$ cat src/rtl/pipeline_hazard_controller.sv
// Hazard and sequencing control for the 5-stage pipeline: stalls, flushes,
// E-stage forwarding selects, multicycle-op sequencing and a stall-cycle counter.
module pipeline_hazard_controller #(
    parameter int MD_LATENCY = 4,
    parameter int CNT_W      = 32
) (
    input  logic             clk,
    input  logic             reset_n,
    input  logic [4:0]       Rs1D,
    input  logic [4:0]       Rs2D,
    input  logic [4:0]       Rs1E,
    input  logic [4:0]       Rs2E,
    input  logic [4:0]       RdE,
    input  logic [4:0]       RdM,
    input  logic [4:0]       RdW,
    input  logic             LoadE,
    input  logic             RegWriteM,
    input  logic             RegWriteW,
    input  logic             PCSrcE,
    input  logic             MdOpE,
    input  logic             imem_ready,
    output logic             StallF,
    output logic             StallD,
    output logic             FlushD,
    output logic             StallE,
    output logic             FlushE,
    output logic             FlushM,
    output logic [1:0]       ForwardAE,
    output logic [1:0]       ForwardBE,
    output logic             md_done,
    output logic [CNT_W-1:0] stall_cnt
);

    // state   | meaning
    // RUN     | normal issue; hazards resolved by priority each cycle
    // MD_BUSY | multicycle op occupying E; md_cnt counts remaining stall cycles
    typedef enum logic {RUN, MD_BUSY} state_t;

    localparam logic [3:0] MD_INIT = 4'(MD_LATENCY - 2);

    state_t     state_q, state_d;
    logic [3:0] md_cnt_q, md_cnt_d;
    logic       lw_stall;

    assign lw_stall = LoadE && (RdE != 5'd0) && ((RdE == Rs1D) || (RdE == Rs2D));

    // Outputs are held low for the whole time reset is asserted, forwarding included.
    always_comb begin
        ForwardAE = 2'b00;
        ForwardBE = 2'b00;
        if (reset_n) begin
            if (RegWriteM && (RdM != 5'd0) && (RdM == Rs1E))
                ForwardAE = 2'b10;
            else if (RegWriteW && (RdW != 5'd0) && (RdW == Rs1E))
                ForwardAE = 2'b01;

            if (RegWriteM && (RdM != 5'd0) && (RdM == Rs2E))
                ForwardBE = 2'b10;
            else if (RegWriteW && (RdW != 5'd0) && (RdW == Rs2E))
                ForwardBE = 2'b01;
        end
    end

    always_comb begin
        state_d  = state_q;
        md_cnt_d = md_cnt_q;
        StallF   = 1'b0;
        StallD   = 1'b0;
        FlushD   = 1'b0;
        StallE   = 1'b0;
        FlushE   = 1'b0;
        FlushM   = 1'b0;
        md_done  = 1'b0;
        if (reset_n) begin
            case (state_q)
                RUN: begin
                    if (PCSrcE) begin
                        FlushD = 1'b1;
                        FlushE = 1'b1;
                    end else if (MdOpE) begin
                        StallF   = 1'b1;
                        StallD   = 1'b1;
                        StallE   = 1'b1;
                        FlushM   = 1'b1;
                        state_d  = MD_BUSY;
                        md_cnt_d = MD_INIT;
                    end else if (lw_stall || !imem_ready) begin
                        StallF = 1'b1;
                        StallD = 1'b1;
                        FlushE = 1'b1;
                    end
                end
                MD_BUSY: begin
                    if (md_cnt_q != 4'd0) begin
                        StallF   = 1'b1;
                        StallD   = 1'b1;
                        StallE   = 1'b1;
                        FlushM   = 1'b1;
                        md_cnt_d = md_cnt_q - 4'd1;
                    end else begin
                        md_done = 1'b1;
                        state_d = RUN;
                        if (!imem_ready) begin
                            StallF = 1'b1;
                            StallD = 1'b1;
                            FlushE = 1'b1;
                        end
                    end
                end
                default: state_d = RUN;
            endcase
        end
    end

    always_ff @(posedge clk or negedge reset_n) begin
        if (!reset_n) begin
            state_q  <= RUN;
            md_cnt_q <= 4'd0;
        end else begin
            state_q  <= state_d;
            md_cnt_q <= md_cnt_d;
        end
    end

    // Saturating: a wrapped counter would misreport long stall bursts as short ones.
    always_ff @(posedge clk or negedge reset_n) begin
        if (!reset_n)
            stall_cnt <= '0;
        else if (StallD && (stall_cnt != {CNT_W{1'b1}}))
            stall_cnt <= stall_cnt + CNT_W'(1);
    end

endmodule
$ cat config.mk
export PLATFORM = sky130hd
export DESIGN_NAME = pipeline_hazard_controller
export DESIGN_NICKNAME = d
export VERILOG_FILES = /design/src/rtl/pipeline_hazard_controller.sv
export SDC_FILE = /design/constraint.sdc
export NUM_CORES = 1
export LEC_CHECK = 0
export BUFFER_PORTS_ARGS = -buffer_cell sky130_fd_sc_hd__buf_2
export CORE_UTILIZATION = 40
export CTS_CLUSTER_SIZE = 24
export DETAILED_ROUTE_END_ITERATION = 10
export GPL_TIMING_DRIVEN = 0
export PLACE_DENSITY = 0.67
export SYNTH_ARGS = -nofsm -noshare
export SYNTH_HDL_FRONTEND = slang
export SYNTH_SLANG_ARGS = --single-unit
$ cat constraint.sdc
create_clock -name clk -period 3.55 [get_ports clk]
set_clock_uncertainty 0.2 [all_clocks]
set_input_delay 0.71 -clock clk [delete_from_list [all_inputs] [get_ports clk]]
set_output_delay 0.71 -clock clk [all_outputs]
set_load 0.02 [all_outputs]
### Yosys cells after proc, flatten, opt, wreduce, memory -nomap -nowiden

Cells that the tools add are included.

| cells by class | value |
|---|---|
| multiplexer cells | 33 |
| reductions and logical operators | 17 |
| add/sub/neg operators | 2 |
| bitwise logic cells | 1 |
| equal/unequal tests | 10 |

Operators by type and width:

| kind | count |
|---|---|
| 32-bit by 1-bit adder with 32-bit output, second input constant | 1 |
| 32-bit inequality test, second input constant | 1 |
| 5-bit == test | 6 |
| 1-bit 2-to-1 mux | 22 |
| 5-bit nonzero test | 3 |
| 4-bit 2-to-1 mux | 3 |
| 1-bit logical AND | 9 |
| 2-bit 2-to-1 mux | 4 |
| 4-bit case mux with 2 select lines | 1 |
| 1-bit case mux with 2 select lines | 3 |
| 2-bit inequality test, second input constant | 2 |
| 4-bit AND reduction | 1 |
| 4-bit nonzero test | 1 |
| 4-bit by 1-bit subtractor with 4-bit output, second input constant | 1 |
| 1-bit logical OR | 2 |
| 2-bit by 1-bit inequality test with 1-bit output, second input constant | 1 |
| 1-bit logical NOT | 1 |
| 1-bit NOT | 1 |

| storage, ports and cells | value |
|---|---|
| logic and storage cells | 66 |
| register bits after elaboration | 37 |

### Logic depth before layout (Yosys ltp)

Gate-level depths: netlist (run 1).

| logic depth | value |
|---|---|
| depth in word-level cells | 10 |
| gate-level depth with buffers | 9 |
| mapped depth without buffers | 9 |

### Worst setup path before layout (run 1)

OpenSTA, ideal clock, no wires.

| timing | value |
|---|---|
| path kind | input port to output port |
| from | input port RdM[1] |
| to | output port ForwardAE[0] |
| stages on the path | 4 |
| setup slack | 0.413 ns |
| path buffers | 0 |
| data arrival time | 2.227 ns |
| cells stage by stage | or4_1 -> o21ai_0 -> nor4_1 -> nor4_1 |

| on the way | value |
|---|---|
| longest elaborated chain between the ends | 5 |

Ends and longest elaborated chain:

| item | RTL line | RTL |
|---|---|---|
| from (decl) | 14 | `input logic [4:0] RdM,` |
| 5-bit nonzero test | 52 | `if (RegWriteM && (RdM != 5'd0) && (RdM == Rs1E))` |
| 1-bit logical AND | 52 |  |
| 1-bit logical AND * | 52 |  |
| 2-bit 2-to-1 mux * | 52 |  |
| 2-bit 2-to-1 mux * | 51 | `if (reset_n) begin` |
| to (decl) | 28 | `output logic [1:0] ForwardAE,` |

Mark *: on every way between the ends. The rest lies on a longest branch, timed or not.

### Worst setup path after layout (run 1)

| timing | value |
|---|---|
| from | register md_cnt_q[0] |
| to | output port StallF |

| on the way | value |
|---|---|
| longest elaborated chain between the ends | 4 |

Ends and longest elaborated chain:

| item | RTL line | RTL |
|---|---|---|
| from (decl) | 42 | `logic [3:0] md_cnt_q, md_cnt_d;` |
| from (signal assigned) | 121 | `md_cnt_q <= md_cnt_d;` |
| 4-bit nonzero test | 94 | `if (md_cnt_q != 4'd0) begin` |
| 1-bit 2-to-1 mux | 94 |  |
| 1-bit case mux with 2 select lines | 75 | `case (state_q)` |
| 1-bit 2-to-1 mux | 74 | `if (reset_n) begin` |
| to (decl) | 22 | `output logic StallF,` |

Every way passes these cells.

==> impl_metrics.toml, run 1 <==
[place]
dpl.hpwl_mm = 4.162
gp_congestion = 0.8651
numPortBuffers = 85
placedCellCount = 400

[worst_setup_path]
crit_start = "md_cnt_q[0]$_DFFE_PN0P_"
endpoint_kind = "primary output"
r2r_cells = 7
crit_fanout = 10
critPathRequiredTime_ps = 2640
cp.arrival_ps = 2360
r2r-end = "stall_cnt[30]$_DFFE_PN0P_"
critical_path_class = "register to primary output"
rrSetupSlack_ps = 1090
startpoint_type = "register"
r2r_start = "stall_cnt[0]$_DFFE_PN0P_"

[power]
pwr-share-clk_pct = 24.9
p_sw_share_pct = 34.65
p_int_uw = 777.0
powerDensity_nw_per_um2 = 406.5
design_power_total_uw = 1189
leakagePower_uw = 0.001510
power_frac_comb_pct = 29.7
switching_power_uw = 412.0
sequentialPowerShare_pct = 45.4
ir_worst_vdd_uv = 177.8

[yosys]
yosysWarnings = 0
syn_area_um2 = 2315
postSynthNetCount = 288
ys_seq_area_share_pct = 40.00
async_flop_share_pct = 100.0
synthCells = 243
yosys_most_used_dff = "dfrtp_1"
synth_edf_count = 0
ys_types = 39
ys_ff_latch = 37
avgSynthCellArea_um2 = 9.526

[cts]
post_cts_buffers = 0
numCtsBuffers = 5
cts_hold_buf = 0
htreeDepth = 2
clock_latency_ps = 290
clk_pin_slew_ps = 70
cts_root_buffer = "clkbuf_8"
cts_tree = "built"
cts_sinks = 37
clk_path_buf_depth = 2

[sta]
fmax_mhz = 306.0
final.setup.tns_ps = 0
maxSlewViolCount = 0
setup-violations-final = 0
worstMarginPinSlew_ps = 660.9
fin_crit_sh_pct = 92.04
rsz0062_at_grt = "no"
min_period_ps = 3267
slew_headroom_pct = 55.75
finalHoldViolCount = 0

[global_route]
grt_max_degree = 47
grt_overflow_total = 0
grt_pass1_wl_mm = 9.232
antenna_found_initial = 0
grt_usage_pct = 19.02
grt_pass1_vias = 2062

[floorplan]
num_io_pins = 86
core_area_um2 = 5540
rows = 27
dieWidth_um = 78.07
fp.dieArea_um2 = 6095
die_h_um = 78.07
start_util_pct = 41.78

[layout]
fillCellCount = 556
stdcell_count = 407
fin_nets = 380
layout_common_cells = "86 x buf_2, 42 x xor2_1, 37 x dfrtp_1, 23 x nand2_1, 21 x xnor2_1"
finish.utilization_pct = 52.80
n_antenna_cell = 0
drive_gt1_share_pct = 32.24
final_common_cell = "buf_2"
syn_to_final_growth_pct = 26.38

[run_status]
outcome = "completed"

[detailed_routing]
drt_wl_total_mm = 5.356
wire_per_inst_um = 13.16
drc_errors = 0
viasPerCell = 5.135
drt_pass1_iterations = 4
vias = 2090
ant_nets = 0
initialDrtViolationCount = 80

[flow_run]
cap_violations = 0

[hold_path]
hold_path_class = "input port to asynchronous set/reset pin"
==> worst max-delay path, cell delays in order (launching register included) <==
cell and delay, ps:
dfrtp_1 380, inv_1 90, ha_1 190, and4bb_2 260, o21ai_1 130, nor2_2 330
buf_2 300, nor2_1 90, buf_4 140, buf_2 150
==> metrics by stage <==
| step | area, um^2 | setup slack [ps] | hold slack (ps) |
|---|---|---|---|
| 4_1_cts | 2919 | 50.62 | 221.7 |
| 5_1_grt | 2925 | 123.7 | 153.3 |
| 2_1_floorplan | 2315 | 412.6 | 214.4 |
| 6_report | 2925 | 282.5 | 132.7 |
| 3_3_place_gp | 2830 | -192.0 | 276.4 |
| 3_5_place_dp | 2830 | -178.9 | 284.8 |
==> cell usage after synthesis, types with 3 or more instances <==
cell type	instances	share of area, %
xor2_1	42	16
dfrtp_1	37	40
nand2_1	23	3.7
xnor2_1	21	7.9
nand3_1	17	3.7
nor4_1	16	4.3
nor2_1	15	2.4
nor3_1	15	3.2
inv_1	7	1.1
and3_1	4	1.1
nand4_1	4	1.1
o21ai_0	4	0.86
or4_1	4	1.3
and2_1	3	0.81
==> cells by family (layout without fill, tap and decap cells) <==
logic type / after synthesis / in the layout / synth area share, %
compound gates: 15 / 15 / 4.649
xor+xnor: 63 / 63 / 23.84
fa+ha+maj: 2 / 2 / 1.081
buf+inv: 12 / 104 / 2.432
flops: 37 / 37 / 40.00
mux: 1 / 1 / 0.4865
simple gates: 113 / 113 / 27.51
==> layer usage <==
| metal | global-route usage (%) | part of all wire (%) | vias up |
|---|---|---|---|
| met5 | 0 | 0 | - |
| met4 | 5.000 | 0.99 | 0 |
| met3 | 4.419 | 4.1 | 6 |
| met2 | 32.02 | 49 | 50 |
| met1 | 24.48 | 46 | 995 |
| li1 | - | - | 1039 |
==> how the worst max path moves through the flow <==
stage | depth (start not counted) | endpoint
2_1_floorplan | 4 | ForwardAE[0]
3_3_place_gp | 6 | StallF
3_5_place_dp | 6 | StallF
4_1_cts | 9 | StallF
5_1_grt | 9 | StallF
6_report | 9 | StallF
==> state kept, by name (all words and copies together) (netlist names) <==
signal / cells
md_cnt_q: 4
stall_cnt: 32
state_q: 1
==> area by class of cell <==
| type | count | area, um^2 | share of cell area [%] |
|---|---|---|---|
| timing repair buffer | 85 | 431.7 | 14.76 |
| tap | 72 | 90.09 | 3.080 |
| clock buffer | 7 | 86.33 | 2.951 |
| multi-input combinational | 194 | 1335 | 45.64 |
| inverter | 7 | 26.28 | 0.8982 |
| sequential | 37 | 925.9 | 31.65 |
| buffer | 5 | 30.03 | 1.027 |
==> power by group through the flow <==
stage | clock [uW] | combinational (uW) | sequential (uW)
finish | 296 | 353 | 539
global route | 324 | 396 | 548
CTS | 306 | 358 | 540
detailed placement | 0 | 356 | 547
global placement | 0 | 346 | 546
floorplan | 0 | 189 | 575
==> repair_timing <==
item / in CTS / in global routing
pin swaps: 0 / 0
gates resized for setup: 1 / 3
setup endpoints to repair: 4 / 2
hold endpoints to repair: 0 / 0
Note: power is estimated with default switching activity, not from simulation.
==> run 2: changes to the inputs <==
==> constraint.sdc (replaced) <==
create_clock -name clk -period 4 [get_ports clk]
set_clock_uncertainty 0.2 [all_clocks]
set_input_delay 0.8 -clock clk [delete_from_list [all_inputs] [get_ports clk]]
set_output_delay 0.8 -clock clk [all_outputs]
set_load 0.02 [all_outputs]
==> impl_metrics.toml, run 2 (synthesized netlist as in run 1, its figures left out) <==
[run_status]
outcome = "completed"

[cts]
post_cts_buffers = 0
numCtsBuffers = 5
cts_sinks = 37
clk_pin_slew_ps = 60
htreeDepth = 2
clk_path_buf_depth = 2
cts_root_buffer = "clkbuf_8"
clock_latency_ps = 290
cts_tree = "built"

[sta]
fin_crit_sh_pct = 89.55
holdWs_ps = 288.7
setup-violations-final = 0
fmax_mhz = 279.2
maxSlewViolCount = 0
rsz0062_at_grt = "no"
min_period_ps = 3582
finalHoldViolCount = 0
final.setup.tns_ps = 0
worstMarginPinSlew_ps = 659.1
slew_headroom_pct = 55.86

[layout]
n_antenna_cell = 0
fillCellCount = 556
final_common_cell = "buf_2"
syn_to_final_growth_pct = 26.11
reg.largest.list = "stall_cnt x32, md_cnt_q x4, state_q x1"
fin_area_um2 = 2919
stdcell_count = 407
drive_gt1_share_pct = 31.94
max_flop_register = "stall_cnt"
fin_nets = 380
multiInputGateArea_um2 = 1333
layout_common_cells = "86 x buf_2, 42 x xor2_1, 37 x dfrtp_1, 23 x nand2_1, 21 x xnor2_1"
largest_register_ff_count = 32
seqCellArea_um2 = 925.9

[detailed_routing]
viasPerCell = 5.165
drt_pass1_iterations = 4
ant_nets = 0
drc_errors = 0
drt_wl_total_mm = 5.349
initialDrtViolationCount = 79
vias = 2102
wire_per_inst_um = 13.14

[power]
ir_worst_vdd_uv = 157.8
powerDensity_nw_per_um2 = 361.2
leakagePower_uw = 0.001509
design_power_total_uw = 1054

[floorplan]
num_io_pins = 86
fp.dieArea_um2 = 6095
die_h_um = 78.07
rows = 27
start_util_pct = 41.78
dieWidth_um = 78.07
core_area_um2 = 5540

[place]
dpl.hpwl_mm = 4.162
placedCellCount = 400
gp_congestion = 0.8651
post_dp_cell_area_um2 = 2830
numPortBuffers = 85

[worst_setup_path]
critical_path_class = "input port to primary output"
crit_fanout = 46
r2r_start = "md_cnt_q[0]$_DFFE_PN0P_"
endpoint_kind = "primary output"
startpoint_type = "input port"
r2r-end = "stall_cnt[2]$_DFFE_PN0P_"
r2r_cells = 8
critPathRequiredTime_ps = 3000
cp-endpoint = "StallF"
crit_start = "reset_n"
rrSetupSlack_ps = 1490
cp.arrival_ps = 2580

[global_route]
grt_max_degree = 47
grt_pass1_vias = 2057
antenna_found_initial = 0
grt_usage_pct = 19.02
grt_overflow_total = 0
grt_pass1_wl_mm = 9.211

[hold_path]
min_path_cells = 1
hp-start = "stall_cnt[31]$_DFFE_PN0P_"
hold_path_class = "register to register"

[flow_run]
cap_violations = 0
==> run 2: cell types whose count changed in the layout (fill, tap and decap cells not counted) <==
| cell | change |
|---|---|
| nor2_1 | +1 |
| nor2_2 | -1 |
| o21ai_1 | -1 |
| clkbuf_4 | +1 |
| o21ai_0 | +1 |
| buf_6 | -1 |
==> run 2: what timing repair did <==
action,in CTS,in global routing
endpoints found under the setup margin,0,2
gates resized for setup,0,1
hold buffers,0,0
==> run 2: power by group <==
part	leakage, uW	switching, uW	internal [uW]
Clock	0.0000443	127	137
Sequential	0.000482	54.0	425
Combinational	0.000983	185	127
==> run 2: cell type report <==
class | instances | share of cell area (%)
Tap cell | 72 | 3.086
Timing Repair Buffer | 85 | 14.66
Clock buffer | 7 | 2.958
Sequential cell | 37 | 31.72
Multi-Input combinational cell | 194 | 45.65
Buffer | 5 | 1.029
Inverter | 7 | 0.9001
==> run 2: worst max-delay path: stages <==
cell and delay [ps]:
clkbuf_4 490, a21boi_1 440, nand2_1 340, nor2_1 220, buf_4 130, buf_2 150
==> run 2: metal layers <==
layer  wire length, um  global-route usage, %  share of wire [%]
met1              2431                  24.48                 45
met2              2625                  32.02                 49
met3               240                  4.419                4.5
met4                52                  5.000               0.97
met5                 0                      0                  0
==> run 2: worst min path at each step <==
stage,endpoint
2_1_floorplan,md_cnt_q[0]$_DFFE_PN0P_
3_3_place_gp,stall_cnt[23]$_DFFE_PN0P_
3_5_place_dp,stall_cnt[31]$_DFFE_PN0P_
4_1_cts,stall_cnt[23]$_DFFE_PN0P_
5_1_grt,stall_cnt[23]$_DFFE_PN0P_
6_report,stall_cnt[31]$_DFFE_PN0P_
==> run 2: metrics by stage <==
stage	util [%]	worst slack (ps)
after floorplan	-	682.6
after global placement	51.08	77.98
after detailed placement	51.08	91.13
after CTS	52.64	94.83
after global routing	52.69	189.1
final	52.69	417.8
